--- config.mk ---
export PLATFORM = sky130hd
export DESIGN_NAME = dut_req_arbiter_flat
export DESIGN_NICKNAME = d
export VERILOG_FILES = /design/src/rtl/dut_req_arbiter_pkg.sv /design/src/rtl/dut_req_arbiter_if.sv /design/src/rtl/dut_req_arbiter_rr_pick.sv /design/src/rtl/dut_req_arbiter.sv /design/src/flat_wrapper.sv
export SDC_FILE = /design/constraint.sdc
export NUM_CORES = 1
export LEC_CHECK = 0
export CAP_MARGIN = 10
export CELL_PAD_IN_SITES_DETAIL_PLACEMENT = 1
export CELL_PAD_IN_SITES_GLOBAL_PLACEMENT = 1
export CORE_UTILIZATION = 30
export DETAILED_ROUTE_END_ITERATION = 10
export DONT_BUFFER_PORTS = 1
export GPL_ROUTABILITY_DRIVEN = 0
export PLACE_DENSITY_LB_ADDON = 0.1
export REMOVE_ABC_BUFFERS = 1
export SYNTH_ARGS = -nofsm -noshare
export SYNTH_HDL_FRONTEND = slang
export SYNTH_SLANG_ARGS = --single-unit
--- constraint.sdc ---
create_clock -name clk -period 2.4 [get_ports clk]
set_input_delay 0.48 -clock clk [delete_from_list [all_inputs] [get_ports clk]]
set_output_delay 0.48 -clock clk [all_outputs]
set_load 0.02 [all_outputs]
--- src/rtl/dut_req_arbiter_pkg.sv ---
`default_nettype none
// ============================================================================
// Package  : dut_arb_pkg
// Purpose  : Shared types and helpers for the dut_req_arbiter block.
//            - arb_state_t : FSM state encoding (IDLE, ISSUE, WAIT)
//            - default parameter constants
//            - rr_winner() : round-robin winner search
// Ports    : none (package)
// Options  : none
// Revision : 1.0 - initial release
// ============================================================================
package dut_arb_pkg;

    localparam int c_num_req_def = 4;
    localparam int c_data_w_def  = 32;
    localparam int c_timeout_def = 64;

    // Widest configuration the helper below is sized for.
    localparam int c_max_req     = 8;

    typedef enum logic [1:0] {
        IDLE  = 2'd0,
        ISSUE = 2'd1,
        WAIT  = 2'd2
    } arb_state_t;

    // Round-robin search: first set bit of req starting at last+1 and
    // wrapping modulo n. Callers zero-extend narrower vectors into the
    // 8-bit argument; n must be in 2..8. Returns 0 when nothing is set,
    // so callers must qualify the result with |req.
    function automatic logic [2:0] rr_winner(
        input logic [7:0] req,
        input logic [2:0] last,
        input int         n
    );
        logic [2:0] win;
        logic       found;
        int         j;
        win   = '0;
        found = 1'b0;
        for (int k = 1; k <= c_max_req; k++) begin
            j = (int'(last) + k) % n;
            if (!found && (k <= n) && req[3'(j)]) begin
                win   = 3'(j);
                found = 1'b1;
            end
        end
        return win;
    endfunction

endpackage : dut_arb_pkg
`default_nettype wire

--- src/rtl/dut_req_arbiter_if.sv ---
`default_nettype none
// ============================================================================
// Interface: dut_req_arbiter_if
// Purpose  : Bundles the requester-side and DUT-side handshake signals of
//            the arbiter.
//            master : the arbiter's view (drives req_ready, dut_*, rsp_*)
//            slave  : the environment's view (requesters + DUT)
// Ports    : req_valid/req_data/req_ready, dut_valid/dut_data/dut_ready/
//            dut_done, rsp_valid, grant_id, busy
//            [+ timeout_err when DUT_ARB_TIMEOUT_EN is defined]
// Options  : DUT_ARB_TIMEOUT_EN adds timeout_err
// Revision : 1.0 - initial release
// ============================================================================
interface dut_req_arbiter_if #(
    parameter int NUM_REQ = 4,
    parameter int DATA_W  = 32
) ();

    logic [NUM_REQ-1:0]         req_valid;
    logic [NUM_REQ*DATA_W-1:0]  req_data;
    logic [NUM_REQ-1:0]         req_ready;
    logic                       dut_valid;
    logic [DATA_W-1:0]          dut_data;
    logic                       dut_ready;
    logic                       dut_done;
    logic [NUM_REQ-1:0]         rsp_valid;
    logic [$clog2(NUM_REQ)-1:0] grant_id;
    logic                       busy;
`ifdef DUT_ARB_TIMEOUT_EN
    logic                       timeout_err;
`endif

    modport master (
        input  req_valid, req_data, dut_ready, dut_done,
        output req_ready, dut_valid, dut_data, rsp_valid, grant_id, busy
`ifdef DUT_ARB_TIMEOUT_EN
        , output timeout_err
`endif
    );

    modport slave (
        output req_valid, req_data, dut_ready, dut_done,
        input  req_ready, dut_valid, dut_data, rsp_valid, grant_id, busy
`ifdef DUT_ARB_TIMEOUT_EN
        , input timeout_err
`endif
    );

endinterface : dut_req_arbiter_if
`default_nettype wire

--- src/rtl/dut_req_arbiter_rr_pick.sv ---
`default_nettype none
// ============================================================================
// Module   : rr_pick
// Purpose  : Combinational round-robin picker. Chooses the first asserted
//            request after i_last_grant, wrapping to index 0.
// Ports    : i_req        in  NUM_REQ  request vector
//            i_last_grant in  IDX_W    index granted most recently
//            o_winner     out IDX_W    winning index (valid when o_any)
//            o_any        out 1        at least one request asserted
// Options  : none
// Revision : 1.0 - initial release
// ============================================================================
module rr_pick
    import dut_arb_pkg::*;
#(
    parameter int NUM_REQ = c_num_req_def,
    parameter int IDX_W   = $clog2(NUM_REQ)
) (
    input  logic [NUM_REQ-1:0] i_req,
    input  logic [IDX_W-1:0]   i_last_grant,
    output logic [IDX_W-1:0]   o_winner,
    output logic               o_any
);

    assign o_winner = IDX_W'(rr_winner(8'(i_req), 3'(i_last_grant), NUM_REQ));
    assign o_any    = |i_req;

endmodule : rr_pick
`default_nettype wire

--- src/rtl/dut_req_arbiter.sv ---
`default_nettype none
// ============================================================================
// Module   : dut_req_arbiter
// Purpose  : Round-robin arbiter/sequencer sharing one DUT port among
//            NUM_REQ requesters. One transaction in flight at a time:
//            IDLE (arbitrate/accept) -> ISSUE (valid/ready to DUT)
//            -> WAIT (for dut_done) -> one-cycle rsp_valid to the owner.
// Ports    : clk   in  1   rising-edge clock
//            reset in  1   asynchronous, active-high reset
//            bus   master modport of dut_req_arbiter_if (req_*, dut_*,
//                  rsp_valid, grant_id, busy [, timeout_err])
// Options  : DUT_ARB_TIMEOUT_EN - WAIT-state watchdog of TIMEOUT cycles;
//            on expiry timeout_err and rsp_valid pulse together.
// Revision : 1.0 - initial release
// ============================================================================
module dut_req_arbiter
    import dut_arb_pkg::*;
#(
    parameter int NUM_REQ = c_num_req_def,
    parameter int DATA_W  = c_data_w_def,
    parameter int TIMEOUT = c_timeout_def
) (
    input  logic              clk,
    input  logic              reset,
    dut_req_arbiter_if.master bus
);

    localparam int c_idx_w = $clog2(NUM_REQ);

    arb_state_t         r_state;
    arb_state_t         w_state_nxt;

    logic [c_idx_w-1:0] r_last_grant;
    logic [c_idx_w-1:0] r_grant_id;
    logic [DATA_W-1:0]  r_dut_data;
    logic [NUM_REQ-1:0] r_rsp_valid;

    logic [c_idx_w-1:0] w_winner;
    logic               w_any;
    logic               w_accept;
    logic               w_rsp_fire;
    logic               w_timeout;
    logic [NUM_REQ-1:0] w_win_onehot;
    logic [DATA_W-1:0]  w_slice [NUM_REQ];

    // Supported range is NUM_REQ 2..8 and TIMEOUT >= 1; this block only
    // elaborates for an unsupported configuration and marks it.
    if (NUM_REQ < 2 || NUM_REQ > c_max_req || TIMEOUT < 1) begin : g_unsupported_config
    end

    for (genvar gi = 0; gi < NUM_REQ; gi++) begin : g_unpack
        assign w_slice[gi] = bus.req_data[gi*DATA_W +: DATA_W];
    end

    rr_pick #(
        .NUM_REQ (NUM_REQ),
        .IDX_W   (c_idx_w)
    ) u_rr_pick (
        .i_req        (bus.req_valid),
        .i_last_grant (r_last_grant),
        .o_winner     (w_winner),
        .o_any        (w_any)
    );

    assign w_win_onehot = NUM_REQ'(1) << w_winner;

`ifdef DUT_ARB_TIMEOUT_EN
    localparam int c_cnt_w = $clog2(TIMEOUT + 1);

    logic [c_cnt_w-1:0] r_wait_cnt;
    logic               r_timeout_err;

    // Fires on the edge that would take the counter to TIMEOUT; a
    // coincident dut_done wins and is treated as a normal completion.
    assign w_timeout = (r_state == WAIT) && !bus.dut_done &&
                       (r_wait_cnt == c_cnt_w'(TIMEOUT - 1));

    always_ff @(posedge clk or posedge reset) begin
        if (reset) begin
            r_wait_cnt    <= '0;
            r_timeout_err <= 1'b0;
        end else begin
            r_timeout_err <= w_timeout;
            if (r_state == ISSUE && w_state_nxt == WAIT) begin
                r_wait_cnt <= '0;
            end else if (r_state == WAIT) begin
                r_wait_cnt <= r_wait_cnt + 1'b1;
            end
        end
    end

    assign bus.timeout_err = r_timeout_err;
`else
    assign w_timeout = 1'b0;
`endif

    // ------------------------------------------------------------------
    // FSM state register
    // ------------------------------------------------------------------
    always_ff @(posedge clk or posedge reset) begin
        if (reset) begin
            r_state <= IDLE;
        end else begin
            r_state <= w_state_nxt;
        end
    end

    // ------------------------------------------------------------------
    // FSM next state and control strobes
    // ------------------------------------------------------------------
    always_comb begin
        w_state_nxt = r_state;
        w_accept    = 1'b0;
        w_rsp_fire  = 1'b0;
        case (r_state)
            IDLE: begin
                // The cycle carrying rsp_valid is a dead cycle for
                // arbitration; reset also masks the combinational accept.
                if (w_any && (r_rsp_valid == '0) && !reset) begin
                    w_accept    = 1'b1;
                    w_state_nxt = ISSUE;
                end
            end
            ISSUE: begin
                if (bus.dut_ready) begin
                    if (bus.dut_done) begin
                        w_rsp_fire  = 1'b1;
                        w_state_nxt = IDLE;
                    end else begin
                        w_state_nxt = WAIT;
                    end
                end
            end
            WAIT: begin
                if (bus.dut_done || w_timeout) begin
                    w_rsp_fire  = 1'b1;
                    w_state_nxt = IDLE;
                end
            end
            default: begin
                w_state_nxt = IDLE;
            end
        endcase
    end

    // ------------------------------------------------------------------
    // Datapath registers
    // ------------------------------------------------------------------
    always_ff @(posedge clk or posedge reset) begin
        if (reset) begin
            // last_grant = NUM_REQ-1 puts requester 0 first in line.
            r_last_grant <= c_idx_w'(NUM_REQ - 1);
            r_grant_id   <= '0;
            r_dut_data   <= '0;
            r_rsp_valid  <= '0;
        end else begin
            r_rsp_valid <= w_rsp_fire ? (NUM_REQ'(1) << r_grant_id) : '0;
            if (w_accept) begin
                r_dut_data   <= w_slice[w_winner];
                r_grant_id   <= w_winner;
                r_last_grant <= w_winner;
            end
        end
    end

    assign bus.req_ready = w_accept ? w_win_onehot : '0;
    assign bus.dut_valid = (r_state == ISSUE);
    assign bus.dut_data  = r_dut_data;
    assign bus.rsp_valid = r_rsp_valid;
    assign bus.grant_id  = r_grant_id;
    assign bus.busy      = (r_state != IDLE);

endmodule : dut_req_arbiter
`default_nettype wire

--- src/flat_wrapper.sv ---
// flat-port wrapper written by rule: the top's interface ports become plain ports
module dut_req_arbiter_flat import dut_arb_pkg::*;
#(
    parameter int NUM_REQ = c_num_req_def,
    parameter int DATA_W  = c_data_w_def,
    parameter int TIMEOUT = c_timeout_def
)
  (clk, reset, bus_req_valid, bus_req_data, bus_dut_ready, bus_dut_done, bus_req_ready, bus_dut_valid, bus_dut_data, bus_rsp_valid, bus_grant_id, bus_busy);
  dut_req_arbiter_if #(.NUM_REQ(NUM_REQ), .DATA_W(DATA_W)) bus_i ();
  input  logic clk;
  input  logic reset;
  input wire logic [$bits(bus_i.req_valid)-1:0] bus_req_valid;
  input wire logic [$bits(bus_i.req_data)-1:0] bus_req_data;
  input wire logic [$bits(bus_i.dut_ready)-1:0] bus_dut_ready;
  input wire logic [$bits(bus_i.dut_done)-1:0] bus_dut_done;
  output wire logic [$bits(bus_i.req_ready)-1:0] bus_req_ready;
  output wire logic [$bits(bus_i.dut_valid)-1:0] bus_dut_valid;
  output wire logic [$bits(bus_i.dut_data)-1:0] bus_dut_data;
  output wire logic [$bits(bus_i.rsp_valid)-1:0] bus_rsp_valid;
  output wire logic [$bits(bus_i.grant_id)-1:0] bus_grant_id;
  output wire logic [$bits(bus_i.busy)-1:0] bus_busy;
  assign bus_i.req_valid = bus_req_valid;
  assign bus_i.req_data = bus_req_data;
  assign bus_i.dut_ready = bus_dut_ready;
  assign bus_i.dut_done = bus_dut_done;
  assign bus_req_ready = bus_i.req_ready;
  assign bus_dut_valid = bus_i.dut_valid;
  assign bus_dut_data = bus_i.dut_data;
  assign bus_rsp_valid = bus_i.rsp_valid;
  assign bus_grant_id = bus_i.grant_id;
  assign bus_busy = bus_i.busy;
  dut_req_arbiter #(.NUM_REQ(NUM_REQ), .DATA_W(DATA_W), .TIMEOUT(TIMEOUT)) u_core (.clk(clk), .reset(reset), .bus(bus_i));
endmodule
==> metrics.md, run 1 <==
| Metric | Value |
|---|---|
| Layout fillers | 1038 |
| Post-synthesis sequential area ratio | 0.391 |
| NumNets Final | around 450 |
| Initial antenna violation count | 0 |
| HPWL after DPL | around 6400 µm |
| DRC errors left | 0 |
| Max clock buf depth | 2 |
| Die X | around 97 µm |
| Synth Register Bits | 42 |
| Hold Path Class | in -> reg |
| Largest net degree at the start of global routing | 51 |
| Area of the mapped netlist | approximately 2700 µm² |
| EDFF count, synth | 0 |
| Distinct cells, synth | 38 |
| Crit path arrival time | about 1.9 ns |
| Final WS setup | 0.0492 ns |
| First-pass GRT wire length | 14400 µm |
| Fmax | approximately 0.43 GHz |
| Worst-Margin Slew | 0.516 ns |
| Startpoint Class | flop |
| Vias in the first global route | between 2000 and 3000 |
| Status | finished clean |
| GR Overflow Total | 0 |
| Fraction of layout cells with a size suffix above 1 | 0.180 |
| Worst Setup End Kind | output pin |
| PortBufs | 0 |
| Hold Fails Final Rpt | 0 |
| Max-cap violations | 0 |
| Crit path required time | 1.92 ns |
| CTS root buf | clkbuf_8 |
| Top post-synthesis cells by area | dfrtp_1 37%, nand3b_1 8.9%, a221oi_1 8.1% |
| Synth warnings | 0 |
| Area of the core | 8720 µm² |
| Post-synth top area share | 0.372 |
| DRT antenna net count | 0 |
| CTS Sinks | between 40 and 50 |
| Cell count after synthesis | 304 |
| # H-tree levels | 2 |
| Fin crit share | 0.980 |
| Ys async rst share | 1.00 |
| Row count | 34 |
| Avg Inst Size Synth | between 8 and 9 µm² |
| Cell Pwr Density | 1370 nW/µm² |
| Crit path max fanout | 3 |
| Critical path class | reg -> out |
| WL final | between 9000 and 10000 µm |
| Clk Latency, worst-skew pair | a little under 0.3 ns |
| Area grow syn2layout | 11.8% |
| Area leader, netlist | dfrtp_1 |
| Minimum clock period | around 2.4 ns |
| Largest delay share family, worst path | simple AND/OR/NAND/NOR gates |
| 1st-iter DRT viols | 37 |
| CP Buf/Inv Count | 1 |
| Routed WL per cell | 21.8 µm |
| Reg clk slew, reported paths | 0.08 ns |
| Via Count | between 2000 and 2500 |
| Ports | 180 |
| Slew headroom | 0.656 |
| DR vias/cell | ~6.0 |
| Initial Util | 0.309 |
| Worst vdd ir | 423 µV |
| Top FF cell, synth | dfrtp_1 |
| Antenna diodes | 0 |
| Max stage delay on crit path | 0.56 ns |
| Drt pass-1 iters | 4 |
| TritonCTS clock tree | yes |
| Die ar. | 9360 µm² |
| Die H | ~97 µm |
| Post-Place Setup Slack | between 0.1 and 0.15 ns |
| Crit-path cells | or4_4 -> nor3_4 -> nand2_2 -> a21oi_2 -> buf_6 |
| Crit path max-delay cell type | or4_4 |
| Setup TNS | 0 ns |
| # setup viols final | 0 |
| Total CTS buffers | 5 |
| GRT Util Overall | 0.193 |
| Setup Skew | ~0.0030 ns |
| Slew Limit Fails | 0 |
| Leakage Power | roughly 1.1 nW |
==> final timing paths <==
kind	startpoint	end	slack, ns	depth (start not counted)
worst min register to register	u_core.r_state[1]	u_core.r_state[1]	0.52	1
max in group asynchronous	reset	u_core.r_last_grant[1]	1.34	3
worst max-delay path	u_core.bus.rsp_valid[3]	bus_req_ready[0]	0.05	5
worst max register to register	u_core.bus.rsp_valid[3]	u_core.bus.dut_data[9]	0.32	6
min in group asynchronous	reset	u_core.bus.rsp_valid[2]	0.53	2
worst min-delay path	bus_req_data[64]	u_core.bus.dut_data[0]	0.33	2
==> Yosys cell counts (all sizes together) (3+ instances only) <==
library cell,n
o21ai,3
nand3,32
nand2,12
a221oi,32
ha,4
nor2,39
dfrtp,40
a21o,3
nor3,4
a31oi,34
a21oi,7
inv,7
nor4,3
buf,19
clkbuf,12
nand3b,32
==> sequential cells by signal (all words and copies together) (netlist names) <==
register and count:
u_core.bus.dut_data 32, u_core.bus.rsp_valid 4, u_core.bus.grant_id 2, u_core.r_last_grant 2, u_core.r_state 2
==> final cells by class <==
class	count	area, µm²	area share
timing repair buffer	25	198	0.0657
multi-input combinational	224	1510	0.500
sequential	42	1050	0.350
clock inverter	1	5.00	0.00166
inverter	7	26.3	0.00873
tap	108	135	0.0449
clock buffer	7	86.3	0.0287
==> cell usage in the layout (no fill, tap or decap), types with 3 or more instances in the layout <==
| cell | n |
|---|---|
| dfrtp_1 | 40 |
| o21ai_0 | 3 |
| nand2_1 | 11 |
| buf_4 | 22 |
| a221oi_2 | 7 |
| clkbuf_8 | 6 |
| a221oi_1 | 25 |
| nand3b_1 | 32 |
| ha_1 | 3 |
| a21o_1 | 3 |
| nand3_1 | 32 |
| nor2_1 | 39 |
| inv_1 | 5 |
| a21oi_1 | 6 |
| a31oi_1 | 34 |
==> metrics by stage <==
stage / hold slack, ns / area, µm² / total power, W / util / cells
2_1_floorplan: 0.476 / 2530 / 0.00296 / - / 273
3_3_place_gp: 0.268 / 2810 / 0.00356 / 0.322 / 398
3_5_place_dp: 0.267 / 2810 / 0.00360 / 0.322 / 398
4_1_cts: 0.324 / 2970 / 0.00416 / 0.341 / 410
5_1_grt: 0.330 / 3010 / 0.00447 / 0.345 / 414
6_report: 0.334 / 3010 / 0.00413 / 0.345 / 414
==> cells by family after synthesis <==
group,count (synthesis),share of synthesized area
fa+ha+maj,4,0.0186
mux,2,0.00790
flops,42,0.391
simple gates,132,0.265
buf+inv,38,0.0683
compound gates,86,0.249
==> power by group <==
group	switching (W)	leakage, nW	internal, W
clock network	0.000256	0.0482	0.000233
logic	0.00117	0.618	0.000767
registers	0.000658	0.482	0.00105
==> what timing repair did <==
| action | 4_1_cts | 5_1_grt |
|---|---|---|
| endpoints found under the hold margin | 4 | 0 |
| gates resized for setup | 10 | 3 |
| hold buffers | 1 | 0 |
| pin swaps | 5 | 2 |
| buffers inserted | 3 | 4 |
| setup endpoints to repair | 4 | 4 |
==> layer usage <==
| layer | share of wire | global-route usage | routed length (µm) |
|---|---|---|---|
| met1 | 0.41 | 0.232 | 3700 |
| met2 | 0.50 | 0.336 | 4480 |
| met3 | 0.086 | 0.0614 | 782 |
| met4 | 0.0081 | 0.0379 | 73 |
| met5 | 0 | 0 | 0 |
No activity file was read; power rests on OpenSTA's default activity.
==> inputs of run 2 (changes only) <==
--- a/config.mk
+++ b/config.mk
@@ -14,6 +14,7 @@
 export GPL_ROUTABILITY_DRIVEN = 0
 export PLACE_DENSITY_LB_ADDON = 0.1
 export REMOVE_ABC_BUFFERS = 1
+export SLEW_MARGIN = 15
 export SYNTH_ARGS = -nofsm -noshare
 export SYNTH_HDL_FRONTEND = slang
 export SYNTH_SLANG_ARGS = --single-unit
==> results of run 2 <==
Final layout, timing and power as in run 1 (identical DEF).
